**config.mk**
```make
export PLATFORM = sky130hd
export DESIGN_NAME = zorro_autoconfig_chain_flat
export DESIGN_NICKNAME = d
export VERILOG_FILES = /design/src/rtl/zorro_ac_pkg.sv /design/src/rtl/zorro_autoconfig_chain_if.sv /design/src/rtl/zorro_ac_rom.sv /design/src/rtl/zorro_autoconfig_chain.sv /design/src/flat_wrapper.sv
export SDC_FILE = /design/constraint.sdc
export NUM_CORES = 1
export LEC_CHECK = 0
export CAP_MARGIN = 20
export CORE_MARGIN = 4
export CORE_UTILIZATION = 50
export CTS_BUF_LIST = sky130_fd_sc_hd__clkbuf_8
export CTS_CLUSTER_DIAMETER = 200
export DETAILED_ROUTE_END_ITERATION = 6
export PLACE_DENSITY_LB_ADDON = 0.08
export REMOVE_ABC_BUFFERS = 1
export SLEW_MARGIN = 20
export SYNTH_ARGS = -nofsm -noshare
export SYNTH_HDL_FRONTEND = slang
export SYNTH_HIERARCHICAL = 1
export SYNTH_SLANG_ARGS = --single-unit
export TNS_END_PERCENT = 30
```
**constraint.sdc**
```tcl
create_clock -name CLK40 -period 2.22 [get_ports CLK40]
set_clock_uncertainty 0.2 [all_clocks]
set_input_delay 0.444 -clock CLK40 [delete_from_list [all_inputs] [get_ports CLK40]]
set_output_delay 0.444 -clock CLK40 [all_outputs]
set_load 0.05 [all_outputs]
```
**src/rtl/zorro_ac_pkg.sv**
```systemverilog
// Shared definitions for the Zorro III AUTOCONFIG responder: register offsets,
// FSM state encoding, default manufacturer IDs and a width helper.
package zorro_ac_pkg;

    localparam int unsigned AD_W   = 8;
    localparam int unsigned NIB_W  = 4;
    localparam int unsigned BYTE_W = 8;
    localparam int unsigned MNF_W  = 16;
    localparam int unsigned SER_W  = 32;

    localparam logic [AD_W-1:0] AC_TYPE   = 8'h00;
    localparam logic [AD_W-1:0] AC_SIZE   = 8'h02;
    localparam logic [AD_W-1:0] AC_PID_H  = 8'h04;
    localparam logic [AD_W-1:0] AC_PID_L  = 8'h06;
    localparam logic [AD_W-1:0] AC_FLAGS  = 8'h08;
    localparam logic [AD_W-1:0] AC_MNF0   = 8'h10;
    localparam logic [AD_W-1:0] AC_MNF1   = 8'h12;
    localparam logic [AD_W-1:0] AC_MNF2   = 8'h14;
    localparam logic [AD_W-1:0] AC_MNF3   = 8'h16;
    localparam logic [AD_W-1:0] AC_SER0   = 8'h18;
    localparam logic [AD_W-1:0] AC_SER1   = 8'h1A;
    localparam logic [AD_W-1:0] AC_SER2   = 8'h1C;
    localparam logic [AD_W-1:0] AC_SER3   = 8'h1E;
    localparam logic [AD_W-1:0] AC_SER4   = 8'h20;
    localparam logic [AD_W-1:0] AC_SER5   = 8'h22;
    localparam logic [AD_W-1:0] AC_SER6   = 8'h24;
    localparam logic [AD_W-1:0] AC_SER7   = 8'h26;
    localparam logic [AD_W-1:0] AC_BASE_H = 8'h48;
    localparam logic [AD_W-1:0] AC_BASE_L = 8'h4A;
    localparam logic [AD_W-1:0] AC_SHUTUP = 8'h4C;

    localparam logic [MNF_W-1:0] MNF_ID_DEFAULT = 16'd600;
    localparam logic [MNF_W-1:0] MNF_ID_ALT     = 16'd3643;

    typedef enum logic [2:0] {
        ST_IDLE,
        ST_RD,
        ST_WR,
        ST_COMMIT,
        ST_ACK
    } ac_state_e;

    // Board-index width; a single-board instance still needs one bit.
    function automatic int unsigned cur_width(input int unsigned n);
        return (n > 1) ? $clog2(n) : 1;
    endfunction

endpackage

```
**src/rtl/zorro_autoconfig_chain_if.sv**
```systemverilog
// Local-bus signals of one AUTOCONFIG slot, seen from the bus (master) and
// from the responder (slave).
interface zorro_autoconfig_chain_if;
    logic       AUTOCONFIG_SPACE;
    logic       TSn;
    logic       RnW;
    logic [6:0] A;
    logic [3:0] D_IN;
    logic [3:0] D_OUT;
    logic       AC_TACK;

    modport master (
        output AUTOCONFIG_SPACE, TSn, RnW, A, D_IN,
        input  D_OUT, AC_TACK
    );

    modport slave (
        input  AUTOCONFIG_SPACE, TSn, RnW, A, D_IN,
        output D_OUT, AC_TACK
    );
endinterface

```
**src/rtl/zorro_ac_rom.sv**
```systemverilog
// Combinational configuration-ROM nibble for the board currently offered.
module zorro_ac_rom
    import zorro_ac_pkg::*;
#(
    parameter int unsigned                 NUM_DEV   = 3,
    parameter logic [8*NUM_DEV-1:0]        DEV_TYPE  = {8'hC0, 8'hC1, 8'h80},
    parameter logic [8*NUM_DEV-1:0]        DEV_PID   = {8'd200, 8'd3, 8'd4},
    parameter logic [8*NUM_DEV-1:0]        DEV_FLAGS = {8'h70, 8'h40, 8'hC0},
    parameter logic [16*NUM_DEV-1:0]       DEV_MNF   = {MNF_ID_ALT, MNF_ID_DEFAULT, MNF_ID_DEFAULT},
    parameter logic [NUM_DEV-1:0]          DEV_BOOT  = 3'b010,
    parameter logic [31:0]                 SERNUM    = 32'd1
) (
    input  logic [AD_W-1:0]                ad,
    input  logic [cur_width(NUM_DEV)-1:0]  cur_dev,
    input  logic                           autoboot,
    output logic [NIB_W-1:0]               nibble_c
);

    localparam int unsigned CUR_W = cur_width(NUM_DEV);

    logic [BYTE_W-1:0] typ;
    logic [BYTE_W-1:0] pid;
    logic [BYTE_W-1:0] flg;
    logic [MNF_W-1:0]  mnf;
    logic              boot;

    // Pick the current board's fields with constant slices only.
    always_comb begin
        typ  = '0;
        pid  = '0;
        flg  = '0;
        mnf  = '0;
        boot = 1'b0;
        for (int unsigned i = 0; i < NUM_DEV; i++) begin
            if (cur_dev == CUR_W'(i)) begin
                typ  = DEV_TYPE[8*i +: 8];
                pid  = DEV_PID[8*i +: 8];
                flg  = DEV_FLAGS[8*i +: 8];
                mnf  = DEV_MNF[16*i +: 16];
                boot = DEV_BOOT[i];
            end
        end
    end

    // Everything past the type/size nibbles is stored inverted.
    always_comb begin
        nibble_c = 4'hF;
        case (ad)
            AC_TYPE:  nibble_c = typ[7:4] | {3'b000, boot & autoboot};
            AC_SIZE:  nibble_c = typ[3:0];
            AC_PID_H: nibble_c = ~pid[7:4];
            AC_PID_L: nibble_c = ~pid[3:0];
            AC_FLAGS: nibble_c = ~flg[7:4];
            AC_MNF0:  nibble_c = ~mnf[15:12];
            AC_MNF1:  nibble_c = ~mnf[11:8];
            AC_MNF2:  nibble_c = ~mnf[7:4];
            AC_MNF3:  nibble_c = ~mnf[3:0];
            AC_SER0:  nibble_c = ~SERNUM[31:28];
            AC_SER1:  nibble_c = ~SERNUM[27:24];
            AC_SER2:  nibble_c = ~SERNUM[23:20];
            AC_SER3:  nibble_c = ~SERNUM[19:16];
            AC_SER4:  nibble_c = ~SERNUM[15:12];
            AC_SER5:  nibble_c = ~SERNUM[11:8];
            AC_SER6:  nibble_c = ~SERNUM[7:4];
            AC_SER7:  nibble_c = ~SERNUM[3:0];
            default:  nibble_c = 4'hF;
        endcase
    end

endmodule

```
**src/rtl/zorro_autoconfig_chain.sv**
```systemverilog
// Zorro III AUTOCONFIG responder presenting NUM_DEV logical boards in turn
// from one slot; latches each base address and chains CONFIGENn onward.
module zorro_autoconfig_chain
    import zorro_ac_pkg::*;
#(
    parameter int unsigned                 NUM_DEV   = 3,
    parameter logic [8*NUM_DEV-1:0]        DEV_TYPE  = {8'hC0, 8'hC1, 8'h80},
    parameter logic [8*NUM_DEV-1:0]        DEV_PID   = {8'd200, 8'd3, 8'd4},
    parameter logic [8*NUM_DEV-1:0]        DEV_FLAGS = {8'h70, 8'h40, 8'hC0},
    parameter logic [16*NUM_DEV-1:0]       DEV_MNF   = {MNF_ID_ALT, MNF_ID_DEFAULT, MNF_ID_DEFAULT},
    parameter logic [NUM_DEV-1:0]          DEV_BOOT  = 3'b010,
    parameter logic [31:0]                 SERNUM    = 32'd1
) (
    input  logic                           CLK40,
    input  logic                           RESETn,
    zorro_autoconfig_chain_if.slave        bus,
    input  logic                           CPUCONFn,
    input  logic                           AUTOBOOT,
    output logic                           CONFIGENn,
    output logic                           CONFIGURED,
    output logic [NUM_DEV-1:0]             DEV_CONF,
    output logic [NUM_DEV-1:0]             DEV_SHUT,
    output logic [8*NUM_DEV-1:0]           DEV_BASE,
    output logic [cur_width(NUM_DEV)-1:0]  CUR_DEV
);

    localparam int unsigned          CUR_W    = cur_width(NUM_DEV);
    localparam logic [CUR_W-1:0]     LAST_DEV = CUR_W'(NUM_DEV - 1);

    ac_state_e          state, state_nxt;
    logic               ts_q;
    logic               ac_start;
    logic               rnw_q;
    logic [6:0]         a_q;
    logic [AD_W-1:0]    ad;
    logic [NIB_W-1:0]   lo_q;
    logic [NIB_W-1:0]   d_out_q;
    logic [NIB_W-1:0]   rom_nib_c;
    logic               tack_q;
    logic               tack_nxt;
    logic               load_rd;
    logic               commit;

    assign ad          = {a_q, 1'b0};
    assign bus.D_OUT   = d_out_q;
    assign bus.AC_TACK = tack_q;

    zorro_ac_rom #(
        .NUM_DEV   (NUM_DEV),
        .DEV_TYPE  (DEV_TYPE),
        .DEV_PID   (DEV_PID),
        .DEV_FLAGS (DEV_FLAGS),
        .DEV_MNF   (DEV_MNF),
        .DEV_BOOT  (DEV_BOOT),
        .SERNUM    (SERNUM)
    ) u_rom (
        .ad       (ad),
        .cur_dev  (CUR_DEV),
        .autoboot (AUTOBOOT),
        .nibble_c (rom_nib_c)
    );

    // Capture the transfer start; only an idle responder listens, so no queueing.
    always_ff @(posedge CLK40 or negedge RESETn) begin
        if (!RESETn) begin
            ts_q     <= 1'b0;
            ac_start <= 1'b0;
            rnw_q    <= 1'b1;
            a_q      <= '0;
        end else begin
            ts_q     <= (state == ST_IDLE) && bus.AUTOCONFIG_SPACE && !bus.TSn;
            ac_start <= !CONFIGURED && ts_q;
            if ((state == ST_IDLE) && bus.AUTOCONFIG_SPACE && !bus.TSn) begin
                a_q   <= bus.A;
                rnw_q <= bus.RnW;
            end
        end
    end

    always_ff @(posedge CLK40 or negedge RESETn) begin
        if (!RESETn) state <= ST_IDLE;
        else         state <= state_nxt;
    end

    always_comb begin
        state_nxt = state;
        load_rd   = 1'b0;
        commit    = 1'b0;
        tack_nxt  = 1'b0;
        case (state)
            ST_IDLE: begin
                if (ac_start && !CPUCONFn) begin
                    if (rnw_q) begin
                        state_nxt = ST_RD;
                        load_rd   = 1'b1;
                    end else begin
                        state_nxt = ST_WR;
                    end
                end
            end
            ST_RD: begin
                state_nxt = ST_IDLE;
                tack_nxt  = 1'b1;
            end
            ST_WR: begin
                state_nxt = ST_COMMIT;
                commit    = 1'b1;
            end
            ST_COMMIT: begin
                state_nxt = ST_ACK;
                tack_nxt  = 1'b1;
            end
            ST_ACK:  state_nxt = ST_IDLE;
            default: state_nxt = ST_IDLE;
        endcase
    end

    // Per-board state; a base or shut-up write retires the current board.
    always_ff @(posedge CLK40 or negedge RESETn) begin
        if (!RESETn) begin
            tack_q     <= 1'b0;
            d_out_q    <= '0;
            lo_q       <= '0;
            CONFIGURED <= 1'b0;
            CONFIGENn  <= 1'b1;
            DEV_CONF   <= '0;
            DEV_SHUT   <= '0;
            DEV_BASE   <= '0;
            CUR_DEV    <= '0;
        end else begin
            tack_q <= tack_nxt;
            if (load_rd) d_out_q <= rom_nib_c;
            if (commit) begin
                case (ad)
                    AC_BASE_L: lo_q <= bus.D_IN;
                    AC_BASE_H, AC_SHUTUP: begin
                        for (int unsigned i = 0; i < NUM_DEV; i++) begin
                            if (CUR_DEV == CUR_W'(i)) begin
                                if (ad == AC_BASE_H) begin
                                    DEV_BASE[8*i +: 8] <= {bus.D_IN, lo_q};
                                    DEV_CONF[i]        <= 1'b1;
                                end else begin
                                    DEV_SHUT[i] <= 1'b1;
                                end
                            end
                        end
                        lo_q <= '0;
                        if (CUR_DEV == LAST_DEV) begin
                            CONFIGURED <= 1'b1;
                            CONFIGENn  <= 1'b0;
                            d_out_q    <= 4'hF;
                        end else begin
                            CUR_DEV <= CUR_DEV + CUR_W'(1);
                        end
                    end
                    default: ;
                endcase
            end
        end
    end

endmodule
```
**src/flat_wrapper.sv**
```systemverilog
// flat-port wrapper written by rule: the top's interface ports become plain ports
module zorro_autoconfig_chain_flat import zorro_ac_pkg::*;
#(
    parameter int unsigned                 NUM_DEV   = 3,
    parameter logic [8*NUM_DEV-1:0]        DEV_TYPE  = {8'hC0, 8'hC1, 8'h80},
    parameter logic [8*NUM_DEV-1:0]        DEV_PID   = {8'd200, 8'd3, 8'd4},
    parameter logic [8*NUM_DEV-1:0]        DEV_FLAGS = {8'h70, 8'h40, 8'hC0},
    parameter logic [16*NUM_DEV-1:0]       DEV_MNF   = {MNF_ID_ALT, MNF_ID_DEFAULT, MNF_ID_DEFAULT},
    parameter logic [NUM_DEV-1:0]          DEV_BOOT  = 3'b010,
    parameter logic [31:0]                 SERNUM    = 32'd1
)
  (CLK40, RESETn, CPUCONFn, AUTOBOOT, CONFIGENn, CONFIGURED, DEV_CONF, DEV_SHUT, DEV_BASE, CUR_DEV, bus_AUTOCONFIG_SPACE, bus_TSn, bus_RnW, bus_A, bus_D_IN, bus_D_OUT, bus_AC_TACK);
  zorro_autoconfig_chain_if bus_i ();
  input  logic CLK40;
  input  logic RESETn;
  input  logic CPUCONFn;
  input  logic AUTOBOOT;
  output logic CONFIGENn;
  output logic CONFIGURED;
  output logic [NUM_DEV-1:0] DEV_CONF;
  output logic [NUM_DEV-1:0] DEV_SHUT;
  output logic [8*NUM_DEV-1:0] DEV_BASE;
  output logic [cur_width(NUM_DEV)-1:0] CUR_DEV;
  input wire logic [$bits(bus_i.AUTOCONFIG_SPACE)-1:0] bus_AUTOCONFIG_SPACE;
  input wire logic [$bits(bus_i.TSn)-1:0] bus_TSn;
  input wire logic [$bits(bus_i.RnW)-1:0] bus_RnW;
  input wire logic [$bits(bus_i.A)-1:0] bus_A;
  input wire logic [$bits(bus_i.D_IN)-1:0] bus_D_IN;
  output wire logic [$bits(bus_i.D_OUT)-1:0] bus_D_OUT;
  output wire logic [$bits(bus_i.AC_TACK)-1:0] bus_AC_TACK;
  assign bus_i.AUTOCONFIG_SPACE = bus_AUTOCONFIG_SPACE;
  assign bus_i.TSn = bus_TSn;
  assign bus_i.RnW = bus_RnW;
  assign bus_i.A = bus_A;
  assign bus_i.D_IN = bus_D_IN;
  assign bus_D_OUT = bus_i.D_OUT;
  assign bus_AC_TACK = bus_i.AC_TACK;
  zorro_autoconfig_chain #(.NUM_DEV(NUM_DEV), .DEV_TYPE(DEV_TYPE), .DEV_PID(DEV_PID), .DEV_FLAGS(DEV_FLAGS), .DEV_MNF(DEV_MNF), .DEV_BOOT(DEV_BOOT), .SERNUM(SERNUM)) u_core (.CLK40(CLK40), .RESETn(RESETn), .bus(bus_i), .CPUCONFn(CPUCONFn), .AUTOBOOT(AUTOBOOT), .CONFIGENn(CONFIGENn), .CONFIGURED(CONFIGURED), .DEV_CONF(DEV_CONF), .DEV_SHUT(DEV_SHUT), .DEV_BASE(DEV_BASE), .CUR_DEV(CUR_DEV));
endmodule
```
==> metrics <==
Yosys top cell area share 50.3%; IO buf count 56; Final period util 96.2%; WL final 5660 um; CP bufs+invs 1; TritonCTS buffer count 5; area leader, netlist dfrtp_1; pwr/cell area 1130 mW/mm2; Arrival @ worst endpoint 1.49 ns; Max-Cap Viols 0; RSZ-0062 raised after global routing no; Rel. slew slack 58.8%; Seq/Total Area, Yosys 52.2%; Syn Std Cell Area 0.00269 mm2; share of post-route cells with drive strength above 1 24.7%; first-pass GRT wire length 9220 um; Layout area overhead 30.2%; fin cells 362; worst min-delay path class flop to flop; Post-synth top flop dfrtp_1; syn avg cell area 12.3 um2; Worst-Margin Slew 0.618 ns; I/O pin total 57; Logic pwr share 47.6%; startpoint types flop; Worst-Skew Late Latency 0.31 ns; GRT Total Usage 18.4%; Reg-to-Reg Start u_core/a_q[3]$_DFFE_PN0P_; design area 0.00350 mm2; drt via density 5.34; DIE WIDTH 81.3 um; Max Clock Freq 468 MHz; clock network power share 14.3%; clk buf depth 2; critical path launch point u_core/DEV_BASE[23]$_DFFE_PN0P_; Worst path slowest cell clkdlybuf4s50_1; die height 81.3 um; fill count 403; via count 1933; Slew Viols, Final 0; # DRC 0; antenna-violating nets left 0; P_int 2.29 mW; Worst Setup End Kind primary output; switching share of total power 42.2%; total power 3.97 mW; Cell Area, Placed 0.00339 mm2; GP Congestion 0.914; Cell variety after synth 51; ant diodes 0; Synth async-reset ratio 100%; DPL Wire Length 4190 um; iteration-0 DRC count of the detailed router 101; Switch Pwr 1.68 mW; Pleak 1.60 nW; row count 26; largest net degree at the start of global routing 31; status complete, no violations; Synth Register Bits 56; drt wl/cell 15.6 um; Sink Count 56; Seq pwr share 38.0%; Data required, critical path 1.58 ns; Post-layout nets 318; placed cells 353; Setup Crit Path Kind flop to primary output; Core Region 0.00517 mm2; ranking of synthesized cells by area dfrtp_1 (50%), mux2_2 (14%), ha_1 (4.2%); commonest non-fill, non-tap cells in the layout dfrtp_1 (54), clkdlybuf4s50_1 (51), mux2_2 (33); drt first pass iters 4; commonest non-fill, non-tap cell in the layout dfrtp_1; CP peak stage delay 0.81 ns; Crit path max-delay family buffers and inverters; Cell Chain, Critical Path clkdlybuf4s50_1; Setup violations, final 0; crit path time final 2.14 ns; Hold Violations, Final 0; vias in the first global route 1894; crit-path max FO 2; hold path start u_core/CONFIGURED$_DFFE_PN0P_; Max rail drop VDD 0.650 mV; Root Buffer clkbuf_8; final core occ 67.6%; Clock transition at path regs 0.10 ns; # H-tree levels 2; Post-synth EDFFs 0; Cells after Synth 219; initial antenna violation count 0; Synth Warn # 6; Overflow after GRT 0; Initial Util 52.0%; DIE AREA 0.00661 mm2; setup_tns 0 ns; CTS tree built
synthesized netlist by cell type (3+ instances only):
cell type  count
nand3_1       13
nor2_1         9
a31oi_1        3
a31o_2         3
or2b_1         3
nor2b_1        4
nand4_1        5
nor3_1         4
inv_1         13
o21ai_0        7
ha_1           9
mux2_2        33
nand4_2        3
dfrtp_1       54
o211ai_1       6
and2_1         3
cell families (layout without fill, tap and decap cells):
kind of cell | count (synthesis) | count (layout) | synth area share, %
adder cells (fa/ha/maj) | 9 | 9 | 4.19
flip-flops | 56 | 56 | 52.2
buffers and inverters | 19 | 90 | 3.59
XOR/XNOR | 1 | 1 | 0.326
other | 1 | 3 | 0.140
AND/OR/NAND/NOR | 65 | 65 | 16.1
multiplexers | 35 | 35 | 14.6
AO/OA/AOI/OAI | 33 | 33 | 8.85
layer usage:
layer	GRT usage [%]	up-vias	wire, um
li1	-	944	-
met1	26.1	933	2660
met2	28.8	50	2690
met3	3.88	6	263
met4	4.56	0	46
met5	0	-	0
power groups by stage:
| stage | Combinational, mW | Sequential (mW) | Clock [mW] |
|---|---|---|---|
| after floorplan | 0.730 | 2.00 | 0 |
| final | 1.89 | 1.51 | 0.569 |
| after detailed placement | 1.88 | 1.53 | 0 |
| after global placement | 1.86 | 1.52 | 0 |
| after global routing | 2.02 | 1.55 | 0.634 |
| after CTS | 1.89 | 1.51 | 0.592 |
state kept, by name (all words and copies together), names as in the netlist:
name and cells:
u_core/DEV_BASE 24, u_core/a_q 7, u_core/bus.D_OUT 4, u_core/lo_q 4, u_core/DEV_CONF 3, u_core/DEV_SHUT 3
u_core/state 3, u_core/CUR_DEV 2, u_core/CONFIGENn 1, u_core/CONFIGURED 1, u_core/ac_start 1, u_core/bus.AC_TACK 1
u_core/rnw_q 1, u_core/ts_q 1
path summary, 6_finish.rpt:
check                                                  end  slack (ns)  depth (start not counted)
min                              u_core/ac_start$_DFF_PN0_        0.26                          1
min reg2reg                      u_core/ac_start$_DFF_PN0_        0.26                          1
max reg2reg                u_core/DEV_BASE[22]$_DFFE_PN0P_        0.15                          4
max                                           DEV_BASE[23]        0.08                          1
max in group asynchronous   u_core/DEV_BASE[3]$_DFFE_PN0P_        0.76                          3
min in group asynchronous        u_core/a_q[1]$_DFFE_PN0P_        0.48                          2
through the flow:
step                setup WS, ns  hold slack (ns)
floorplan                 -0.352          -0.0516
global placement           0.205            0.247
detailed placement         0.195            0.248
CTS                       0.0552            0.270
global route              0.0119            0.300
finish                    0.0845            0.258
cell type report:
cell class                 count  area [um2]  share of cell area, %
sequential                    56        1400                   40.1
tap                           70        87.6                   2.50
clock buffer                   6        82.6                   2.36
multi-input combinational    146        1200                   34.3
inverter                      13        48.8                   1.39
clock inverter                 2        11.3                  0.322
timing repair buffer          69         663                   19.0
what timing repair did:
action | in CTS | in global routing
endpoints found under the setup margin | 0 | 1
resized for setup | 0 | 1
buffers inserted | 0 | 0
hold buffers | 1 | 0
endpoints found under the hold margin | 24 | 0
Note: power is estimated with default switching activity, not from simulation.
